**config.mk**
```make
export PLATFORM = sky130hd
export DESIGN_NAME = wl_sram_arb
export DESIGN_NICKNAME = d
export VERILOG_FILES = /design/src/rtl/wl_sram_arb.sv
export SDC_FILE = /design/constraint.sdc
export NUM_CORES = 1
export LEC_CHECK = 0
export CAP_MARGIN = 15
export CORE_MARGIN = 5
export CORE_UTILIZATION = 23
export DETAILED_ROUTE_END_ITERATION = 8
export GPL_TIMING_DRIVEN = 0
export PLACE_DENSITY = 0.81
export RECOVER_POWER = 50
export SYNTH_ARGS = -nofsm -noshare
export SYNTH_HDL_FRONTEND = slang
export SYNTH_SLANG_ARGS = --single-unit
```
**constraint.sdc**
```tcl
create_clock -name clk -period 1.38 [get_ports clk]
set_input_delay 0.276 -clock clk [delete_from_list [all_inputs] [get_ports clk]]
set_output_delay 0.276 -clock clk [all_outputs]
set_load 0.1 [all_outputs]
```
**src/rtl/wl_sram_arb.sv**
```systemverilog
// rtl/wl_sram_arb.sv - two-requester round-robin arbiter/sequencer for one single-port wl_sram
//
// Purpose:
//   Grants at most one requester command per cycle onto a single-port wl_sram.
//   The grant drives the RAM pins combinationally.
//   A tag pipe of LAT = 1+OREG stages carries each read's issuer id, so the
//   read response is routed back to the requester that issued it.
//
// Ports:
//   clk, rst_b                       clock, asynchronous active-low reset
//   reqN_vld/rdy/we/addr/wdata       requester N command handshake (N = 0, 1)
//   rspN_vld/data                    requester N read response pulse
//   ram_wea/en/addr/din, ram_dout    wl_sram pins (tie wl_sram regce=1)
//   stat_clr, stat_grant0/1, stat_confl
//                                    present only when WL_SRAM_ARB_STATS_EN is defined
//
// Optional feature macro: WL_SRAM_ARB_STATS_EN (grant and conflict counters).
module wl_sram_arb #(
  parameter int DW   = 8,
  parameter int AW   = 10,
  parameter int OREG = 0
) (
  input  logic          clk,
  input  logic          rst_b,
  input  logic          req0_vld,
  output logic          req0_rdy,
  input  logic          req0_we,
  input  logic [AW-1:0] req0_addr,
  input  logic [DW-1:0] req0_wdata,
  output logic          rsp0_vld,
  output logic [DW-1:0] rsp0_data,
  input  logic          req1_vld,
  output logic          req1_rdy,
  input  logic          req1_we,
  input  logic [AW-1:0] req1_addr,
  input  logic [DW-1:0] req1_wdata,
  output logic          rsp1_vld,
  output logic [DW-1:0] rsp1_data,
`ifdef WL_SRAM_ARB_STATS_EN
  input  logic          stat_clr,
  output logic [15:0]   stat_grant0,
  output logic [15:0]   stat_grant1,
  output logic [15:0]   stat_confl,
`endif
  output logic          ram_wea,
  output logic          ram_en,
  output logic [AW-1:0] ram_addr,
  output logic [DW-1:0] ram_din,
  input  logic [DW-1:0] ram_dout
);

  localparam int LAT = 1 + OREG;

  logic           r_ptr;
  logic [LAT-1:0] r_tag_vld;
  logic [LAT-1:0] r_tag_id;

  logic w_grant0;
  logic w_grant1;
  logic w_rd;
  logic w_rsp_vld;
  logic w_rsp_id;

  // Grant is masked by rst_b so the RAM sees no access while reset is held,
  // whatever the requesters are doing.
  always_comb begin
    w_grant0 = rst_b & req0_vld & (~req1_vld | ~r_ptr);
    w_grant1 = rst_b & req1_vld & (~req0_vld |  r_ptr);
  end

  assign req0_rdy = w_grant0;
  assign req1_rdy = w_grant1;

  always_comb begin
    ram_en   = w_grant0 | w_grant1;
    ram_wea  = (w_grant0 & req0_we) | (w_grant1 & req1_we);
    ram_addr = '0;
    ram_din  = '0;
    if (w_grant0) begin
      ram_addr = req0_addr;
      ram_din  = req0_wdata;
    end else if (w_grant1) begin
      ram_addr = req1_addr;
      ram_din  = req1_wdata;
    end
  end

  assign w_rd = (w_grant0 & ~req0_we) | (w_grant1 & ~req1_we);

  // Pointer flips to the other requester after every grant and holds when idle.
  always_ff @(posedge clk or negedge rst_b) begin
    if (!rst_b) begin
      r_ptr <= 1'b0;
    end else if (w_grant0) begin
      r_ptr <= 1'b1;
    end else if (w_grant1) begin
      r_ptr <= 1'b0;
    end
  end

  // Tag pipe: stage 0 captures the read issued this cycle, the last stage
  // lines up with ram_dout. Reset clears it so in-flight reads are dropped.
  always_ff @(posedge clk or negedge rst_b) begin
    if (!rst_b) begin
      r_tag_vld <= '0;
      r_tag_id  <= '0;
    end else begin
      r_tag_vld[0] <= w_rd;
      r_tag_id[0]  <= w_grant1;
      for (int i = 1; i < LAT; i++) begin
        r_tag_vld[i] <= r_tag_vld[i-1];
        r_tag_id[i]  <= r_tag_id[i-1];
      end
    end
  end

  assign w_rsp_vld = r_tag_vld[LAT-1];
  assign w_rsp_id  = r_tag_id[LAT-1];

  always_comb begin
    rsp0_vld  = w_rsp_vld & ~w_rsp_id;
    rsp1_vld  = w_rsp_vld &  w_rsp_id;
    rsp0_data = rsp0_vld ? ram_dout : '0;
    rsp1_data = rsp1_vld ? ram_dout : '0;
  end

`ifdef WL_SRAM_ARB_STATS_EN
  logic        w_confl;
  logic [15:0] r_grant0_cnt;
  logic [15:0] r_grant1_cnt;
  logic [15:0] r_confl_cnt;

  assign w_confl = req0_vld & req1_vld;

  // Saturating counters; a clear in the same cycle as an increment wins.
  always_ff @(posedge clk or negedge rst_b) begin
    if (!rst_b) begin
      r_grant0_cnt <= '0;
      r_grant1_cnt <= '0;
      r_confl_cnt  <= '0;
    end else if (stat_clr) begin
      r_grant0_cnt <= '0;
      r_grant1_cnt <= '0;
      r_confl_cnt  <= '0;
    end else begin
      if (w_grant0 && r_grant0_cnt != 16'hFFFF) r_grant0_cnt <= r_grant0_cnt + 16'd1;
      if (w_grant1 && r_grant1_cnt != 16'hFFFF) r_grant1_cnt <= r_grant1_cnt + 16'd1;
      if (w_confl  && r_confl_cnt  != 16'hFFFF) r_confl_cnt  <= r_confl_cnt  + 16'd1;
    end
  end

  assign stat_grant0 = r_grant0_cnt;
  assign stat_grant1 = r_grant1_cnt;
  assign stat_confl  = r_confl_cnt;
`endif

endmodule
```
==> impl_results.md, run 1 <==
- Status: did not finish
- Fail Step: clock tree synthesis
- Run Error: [ERROR DPL-0033] detailed placement checks failed during check placement.
- Syn nets: 151
- I/O Buffers: 89
- Detailed placer's ending HPWL: 2.975 mm
- Register area share after synthesis: 12.68%
- YS warnings: 0
- Die H: 60.73 microns
- Synthesized flop and latch total: 3
- Cts hold-fix bufs: 1
- Syn avg cell area: 5.860 sq um
- Pre-CTS setup slack: -1.561 ns
- Clock Tree Root: clkbuf_4
- Gp weighted congestion: ~0.8
- PostCTS Resize Cnt: about 400
- Die Width: 60.73 microns
- # Post-CTS Setup Buffers: 4
- H-tree levels: 1
- Syn Inst Count: 101
- Initial Utilization: about a quarter
- Rows: 18
- Synthesized cell area: 591.8 sq um
- Netlist cell types: 16
- Clk buf depth: 2
- Boundary Pins: 90
- CTS Sinks: 3
- Num CTS Buffers: 3
## cells in the mapped netlist
cell / count / area share, %
nand2_1: 40 / 25
o22ai_1: 19 / 20
and2_1: 9 / 9.5
and3_1: 8 / 8.5
buf_2: 5 / 4.2
nor2_1: 4 / 2.5
buf_4: 3 / 3.8
dfrtp_1: 3 / 13
buf_6: 2 / 3.8
inv_1: 2 / 1.3
a21oi_1: 1 / 0.84
a31oi_1: 1 / 1.1
nand2b_1: 1 / 1.1
nor2b_1: 1 / 1.1
o21ai_4: 1 / 2.7
o32ai_1: 1 / 1.5
## logic make-up after synthesis
group	share of synthesized area, %
AND/OR/NAND/NOR	47.99
AO/OA/AOI/OAI	26.22
buffers and inverters	13.11
flip-flops	12.68
## stage by stage
step	cells	hold slack [ns]	util [%]	area, sq um	TNS (ns)
after global placement	220	0.4781	75.05	1859	-49.40
after detailed placement	220	0.4836	75.05	1859	-50.32
after floorplan	101	-0.01959	-	930.9	-4.298
==> run 2: changes to the inputs <==
- CORE_AREA: not set -> 5 5 66 68
- CORE_MARGIN: 5 -> not set
- CORE_UTILIZATION: 23 -> not set
- DIE_AREA: not set -> 0 0 71 73
- PLACE_DENSITY: 0.81 -> not set
- PLACE_DENSITY_LB_ADDON: not set -> 0.15
==> run 2 against run 1 <==
  * The flow now finishes, with violations (negative setup slack)
  * Synthesized cell count did not move
  * Synthesized area is the same
==> impl_results.md, run 2 <==
- Setup ws final: -0.2415 ns
- Pre-CTS setup slack: -1.584 ns (-0.02377 ns)
- Syn Inst Count: 101 (unchanged)
- Placed insts: 240 (+9.1%)
- Leakage power: 1.015 nW
- Boundary Pins: 90 (unchanged)
- Core Area: 3799 sq um
- Post-synthesis xor/xnor area fraction: 0% (unchanged)
- Dpl cell area: 1884 sq um (+1.3%)
- First-pass GRT wire length: 6.437 mm
- Share of layout cells above drive strength 1: 55.29%
- Top flop regs: r_ptr x1, r_tag_id x1, r_tag_vld x1
- Num CTS Buffers: 3 (unchanged)
- Worst Setup Path Type: reg2out
- Syn nets: 151 (unchanged)
- H-tree levels: 1 (unchanged)
- YS warnings: 0 (unchanged)
- I/O Buffers: 89 (unchanged)
- Initial Utilization: 15.58% (-8.3 points)
- Critical path required time: 1.10 ns
- FMAX: 616.7 MHz
- Tmin final: approximately 1.6 ns
- Total power: between 0.0015 and 0.002 W
- Synthesized cell area: 591.8 sq um (unchanged)
- Most frequent cells in the layout: buf_12, nand2_1, clkdlybuf4s50_1
- Largest family of logic cells by synthesized area: simple AND/OR/NAND/NOR gates
- Max incr delay on CP: around 0.4 ns
- Final nets: 259
- DIE AREA: 5183 sq um
- Number of hold violations in the final report: 0
- Worst Tran Pin Value: roughly 0.23 ns
- Die H: 73 microns (+20%)
- Max VDD drop: 0.3437 mV
- Clk_skew: 0.0004721 ns
- Commonest non-fill, non-tap cell in the layout: buf_12
- Vias in the first global route: between 1,000 and 1,500
- Clk buf depth: 2 (unchanged)
- Synth Area in Adders: 0% (unchanged)
- Status: finished with violations
- Register area share after synthesis: 12.68% (unchanged)
- # DRC: 0
- Crit path cell chain: o21ai_4, buf_6, buf_12, o22ai_4, buf_12
- Area Growth Syn to Fin: 341.4%
- Leading area contributor after synthesis: nand2_1
- Setup TNS Final: -6.517 ns
- Crit end category: primary output
- Die Width: 71 microns (+17%)
- Crit path DAT: about 1.4 ns
- Worst-path maximum fanout: 5
- Largest net degree at the start of global routing: 11
- Post-synthesis compound-gate area fraction: 26.22% (unchanged)
- CTS Sinks: 3 (unchanged)
- Worst path slowest cell: dfrtp_2
- ANT cells: 0
- Syn avg cell area: 5.860 sq um (unchanged)
- Non-Filler Instances: 258
- Final slew viol count: 0
- Vias per cell: 4.411
- Worst skew pair latency: 0.21 ns
- Number of iterations in the first detailed-routing pass: 3
- Synth cell count leaders: nand2_1, o22ai_1, and2_1, and3_1, buf_2
- Relative slew slack: a little over four fifths
- P per Cell Area: 711.3 nW/um^2
- WL per Instance: between 15 and 20 microns
- Initial antenna violation count: 0
- Total gr overflow: 0
- Wirelength, routed: 3.915 mm
- RSZ-0062 raised after global routing: yes
- Post-Synth Simple-Gate Area: 47.99% (unchanged)
- Most numerous cell in the Yosys netlist: nand2_1
- Post-route antenna net violation count: 0
- Final setup viols: 36
- Netlist cell types: 16 (unchanged)
- FFs w/ async S/R, synth: 100.0% (unchanged)
- Synthesized flop and latch total: 3 (unchanged)
- CTS tree: yes
- Clock transition at path regs: 0.03 ns
- Ys flop type: dfrtp_1
- Fin crit share: 117.5%
- Post-route cell area: 2613 sq um
- Min-Delay Path Class: in2reg
- Rows: 23 (+5)
- Overall routing resource usage: 15.49%
- Via count: 1,138
- Detailed placer's ending HPWL: 2.788 mm (-6.3%)
- Max cap viols: 0
- Startpoint Class: flip-flop
- Largest cells by area after synthesis: nand2_1, o22ai_1, dfrtp_1
- Share of the synthesized area in the top cell type: 25.37% (unchanged)
- Most frequent CP cell: buf_12
- Initial drt markers: 19
- Multiplexer area fraction after synthesis: 0% (unchanged)
- Violated checks: negative setup slack
- EDFF count, synth: 0 (unchanged)
- Gp weighted congestion: 0.7151 (-8.3%)
- Clock Tree Root: clkbuf_8
[run 2: cell counts after synthesis]
No cell type changed its count.
[run 2: timing repair]
| item | 4_1_cts | 5_1_grt |
|---|---|---|
| hold endpoints to repair | 3 | 0 |
| buffers inserted | 4 | 6 |
| hold buffers | 1 | 0 |
| resized for setup | 408 | 10 |
| pin swaps | 24 | 3 |
| cloned | 3 | 0 |
| endpoints found under the setup margin | 41 | 39 |
[run 2: path summary, 6_finish.rpt]
kind / endpoint / cells after the start / slack [ns] / startpoint
hold reg to reg: r_ptr$_DFFE_PN0P_ / 1 / 0.54 / r_ptr$_DFFE_PN0P_
max in group asynchronous: r_tag_vld$_DFF_PN0_ / 2 / 0.74 / rst_b
min in group asynchronous: r_ptr$_DFFE_PN0P_ / 2 / 0.48 / rst_b
setup reg to reg: r_tag_vld$_DFF_PN0_ / 5 / 0.22 / r_ptr$_DFFE_PN0P_
hold / removal: r_ptr$_DFFE_PN0P_ / 3 / 0.42 / req0_vld
setup / recovery: ram_din[5] / 5 / -0.24 / r_ptr$_DFFE_PN0P_
[run 2: critical path: cells and delay by family (launching register included)]
kind            cells  cell delay [ns]
compound gates      2             0.24
buf+inv             3             0.48
flops               1             0.40
[run 2: cells by family (layout without fill, tap and decap cells)]
| kind of cell | after synthesis | after routing |
|---|---|---|
| AND/OR/NAND/NOR | 63 | 63 |
| buffers and inverters | 12 | 119 |
| AO/OA/AOI/OAI | 23 | 23 |
| flip-flops | 3 | 3 |
[run 2: metrics by stage]
stage,hold WS [ns],utilization (%)
after floorplan,-0.01959,-
after global placement,0.4905,49.60
after detailed placement,0.4914,49.60
after CTS,0.4492,66.80
after global routing,0.4475,68.77
final,0.4220,68.77
[run 2: cell type report]
| class | instances | area [sq um] |
|---|---|---|
| plain buffers | 10 | 141.4 |
| multi-input cells | 86 | 803.3 |
| flip-flops and latches | 3 | 78.83 |
| well taps | 50 | 62.56 |
| inverters | 2 | 11.26 |
| fillers | 284 | 1186 |
| repair buffers | 103 | 1470 |
| clock buffers | 4 | 45.04 |
[run 2: metal layers]
| layer | part of all wire [%] | track usage [%] |
|---|---|---|
| met1 | 37 | 17.42 |
| met2 | 55 | 29.35 |
| met3 | 7.9 | 3.581 |
| met4 | 0.49 | 3.758 |
| met5 | 0 | 0 |
[run 2: where the power goes]
part	total [W]	switching, W	internal (W)
clock network	0.000253	0.0000559	0.000197
registers	0.000116	0.0000155	0.000101
logic	0.00149	0.000840	0.000650
(Power assumes the default switching activity.)
==> run 3: changes to the inputs <==
- SLEW_MARGIN: not set -> 20
==> results of run 3 <==
Same layout as run 2: the final DEF is identical, and so are final timing and power.
==> run 4: changes to the inputs <==
- CTS_CLUSTER_SIZE: not set -> 14
- GPL_TIMING_DRIVEN: 0 -> not set
==> run 4 against run 3 <==
  * The flow still finishes with violations (negative setup slack)
  * Fmax decreased by 2.1%
  * Worst hold slack got worse by 0.31 ns
  * Combinational power is essentially flat
  * Routed wire length rose by 3.9%
  * Sequential power about the same
  * Critical endpoint is now ram_addr[9]
  * Count of clock-buffer cells in the layout stayed put
  * Non-clock buffer count increased by 2
==> impl_results.md, run 4 (synthesized netlist as in run 2, its figures left out) <==
- Status: finished with violations
- Violated checks: negative setup slack
- Initial Utilization: 15.58% (unchanged)
- Clk buf depth: 2 (unchanged)
- Worst Tran Pin Value: 0.3004 ns (+0.07239 ns)
- Num CTS Buffers: 3 (unchanged)
- Top delay family on crit path: buffers and inverters
- Buf+Inv Stages, Crit Path: 3 (unchanged)
- Overall routing resource usage: 16.32% (+0.83 points)
- Final core occ: 69.63% (+0.86 points)
- Worst skew pair latency: 0.22 ns (about the same)
- Setup ws final: -0.2761 ns (-0.03458 ns)
- Sequential cell area: 76.32 sq um (-3.2%)
- Vias in the first global route: 1,342 (+6.0%)
- Top flop regs: r_ptr x1, r_tag_id x1, r_tag_vld x1
- # DRC: 0 (unchanged)
- Worst Setup Path Type: reg2out
- Number of iterations in the first detailed-routing pass: 4 (+1)
- I/O Buffers: 89 (unchanged)
- Most frequent CP cell: buf_12
- Via count: 1,183 (+4.0%)
- Tmin final: 1.656 ns (+0.03458 ns)
- Initial antenna violation count: 0 (unchanged)
- Commonest non-fill, non-tap cell in the layout: clkdlybuf4s50_1
- Vias per cell: 4.533 (+2.8%)
- Critical path required time: 1.10 ns (about the same)
- Final slew viol count: 0 (unchanged)
- Boundary Pins: 90 (unchanged)
- Worst path slowest cell: dfrtp_1
- Multi-input logic area: 817.0 sq um (+1.7%)
- Die H: 73 microns (unchanged)
- Total gr overflow: 0 (unchanged)
- Crit end category: primary output
- Relative slew slack: 79.91% (-4.8 points)
- Post-route antenna net violation count: 0 (unchanged)
- Share of layout cells above drive strength 1: 54.98% (-0.31 points)
- WL per Instance: 15.58 microns (+2.7%)
- Rows: 23 (unchanged)
- Number of hold violations in the final report: 0 (unchanged)
- Crit path cell chain: o21ai_4, buf_12, buf_12, o22ai_4, buf_12
- ANT cells: 0 (unchanged)
- Core Area: 3799 sq um (unchanged)
- Leakage power: 1.028 nW (+1.3%)
- Wirelength, routed: 4.066 mm (+3.9%)
- Initial drt markers: 43 (+24)
- CTS tree: yes
- CTS Sinks: 3 (unchanged)
- Crit path DAT: 1.38 ns (+0.03 ns)
- P per Cell Area: 707.7 nW/um^2 (-0.50%)
- Detailed placer's ending HPWL: 3.291 mm (+18%)
- First-pass GRT wire length: 6.713 mm (+4.3%)
- DIE AREA: 5183 sq um (unchanged)
- Worst-path maximum fanout: 5 (unchanged)
- Total power: 0.001872 W (+0.73%)
- Clock transition at path regs: 0.03 ns (about the same)
- Max VDD drop: 0.3855 mV (+12%)
- Clk_skew: 0.0002555 ns (-0.0002166 ns)
- RSZ-0062 raised after global routing: yes
- Clock Tree Root: clkbuf_8
- Number of fill cells: 281 (-1.1%)
- Min-Delay Path Class: in2async
- H-tree levels: 1 (unchanged)
- Most frequent cells in the layout: clkdlybuf4s50_1, buf_12, nand2_1
- Gp weighted congestion: 0.7702 (+7.7%)
- Area Growth Syn to Fin: 346.9%
- Final setup viols: 39 (+8.3%)
- Max cap viols: 0 (unchanged)
- Largest net degree at the start of global routing: 19 (+8)
- Die Width: 71 microns (unchanged)
- Max incr delay on CP: 0.40 ns (about the same)
- Fin crit share: 120.0% (+2.5 points)
- Startpoint Class: flip-flop
- FMAX: 603.8 MHz (-2.1%)
- Final nets: 262 (+1.2%)
==> run 4: changes by cell type in the layout (fill, tap and decap cells not counted), moves of 2 or more <==
cell / change
buf_4: +5
buf_16: -3
clkdlybuf4s50_1: +8
dlygate4sd2_1: -7
dfrtp_2: -2
dfrtp_1: +2
==> run 4: timing repair <==
item / CTS / global route
pin swaps: 17 / 6
gates cloned: 4 / 1
hold buffers: 0 / 0
buffers inserted: 6 / 0
gates resized for setup: 25 / 4
endpoints found under the setup margin: 42 / 40
==> run 4: through the flow <==
step	hold WS, ns	std cells	worst slack [ns]	area (sq um)	setup TNS, ns
after floorplan	-0.01959	101	-0.2135	930.9	-4.298
after global placement	0.6396	247	-0.4504	2392	-10.32
after detailed placement	0.6548	247	-0.4850	2392	-11.10
after CTS	0.1722	260	-0.2975	2610	-7.032
after global routing	0.1183	261	-0.3326	2645	-8.405
final	0.1157	261	-0.2761	2645	-6.569
==> run 4: final cells by class <==
type,instances,share of cell area [%]
Timing Repair Buffer,115,61.73
Tap cell,50,2.365
Multi-Input combinational cell,87,30.89
Inverter,2,0.4257
Sequential cell,3,2.886
Clock buffer,4,1.703
==> run 4: per-layer routing <==
layer  share of wire, %  track usage [%]
met1                 32            15.35
met3                8.1            4.270
met4                1.3            5.637
met5                  0                0
met2                 59            33.47
==> run 4: final timing paths <==
| path | end | slack, ns | cells after the start | start |
|---|---|---|---|---|
| worst max-delay path | ram_addr[9] | -0.28 | 5 | r_ptr$_DFFE_PN0P_ |
| worst min-delay path | r_ptr$_DFFE_PN0P_ | 0.12 | 2 | rst_b |
| worst max register to register | r_tag_vld$_DFF_PN0_ | 0.16 | 5 | r_ptr$_DFFE_PN0P_ |
| worst min register to register | r_ptr$_DFFE_PN0P_ | 0.74 | 3 | r_ptr$_DFFE_PN0P_ |
| max in group asynchronous | r_tag_id$_DFF_PN0_ | 1.15 | 2 | rst_b |
| min in group clk | r_ptr$_DFFE_PN0P_ | 0.56 | 3 | rst_b |
==> run 4: power by group <==
group          internal [W]  switching, W
registers         0.0000991     0.0000146
logic              0.000654      0.000839
clock network      0.000198     0.0000675
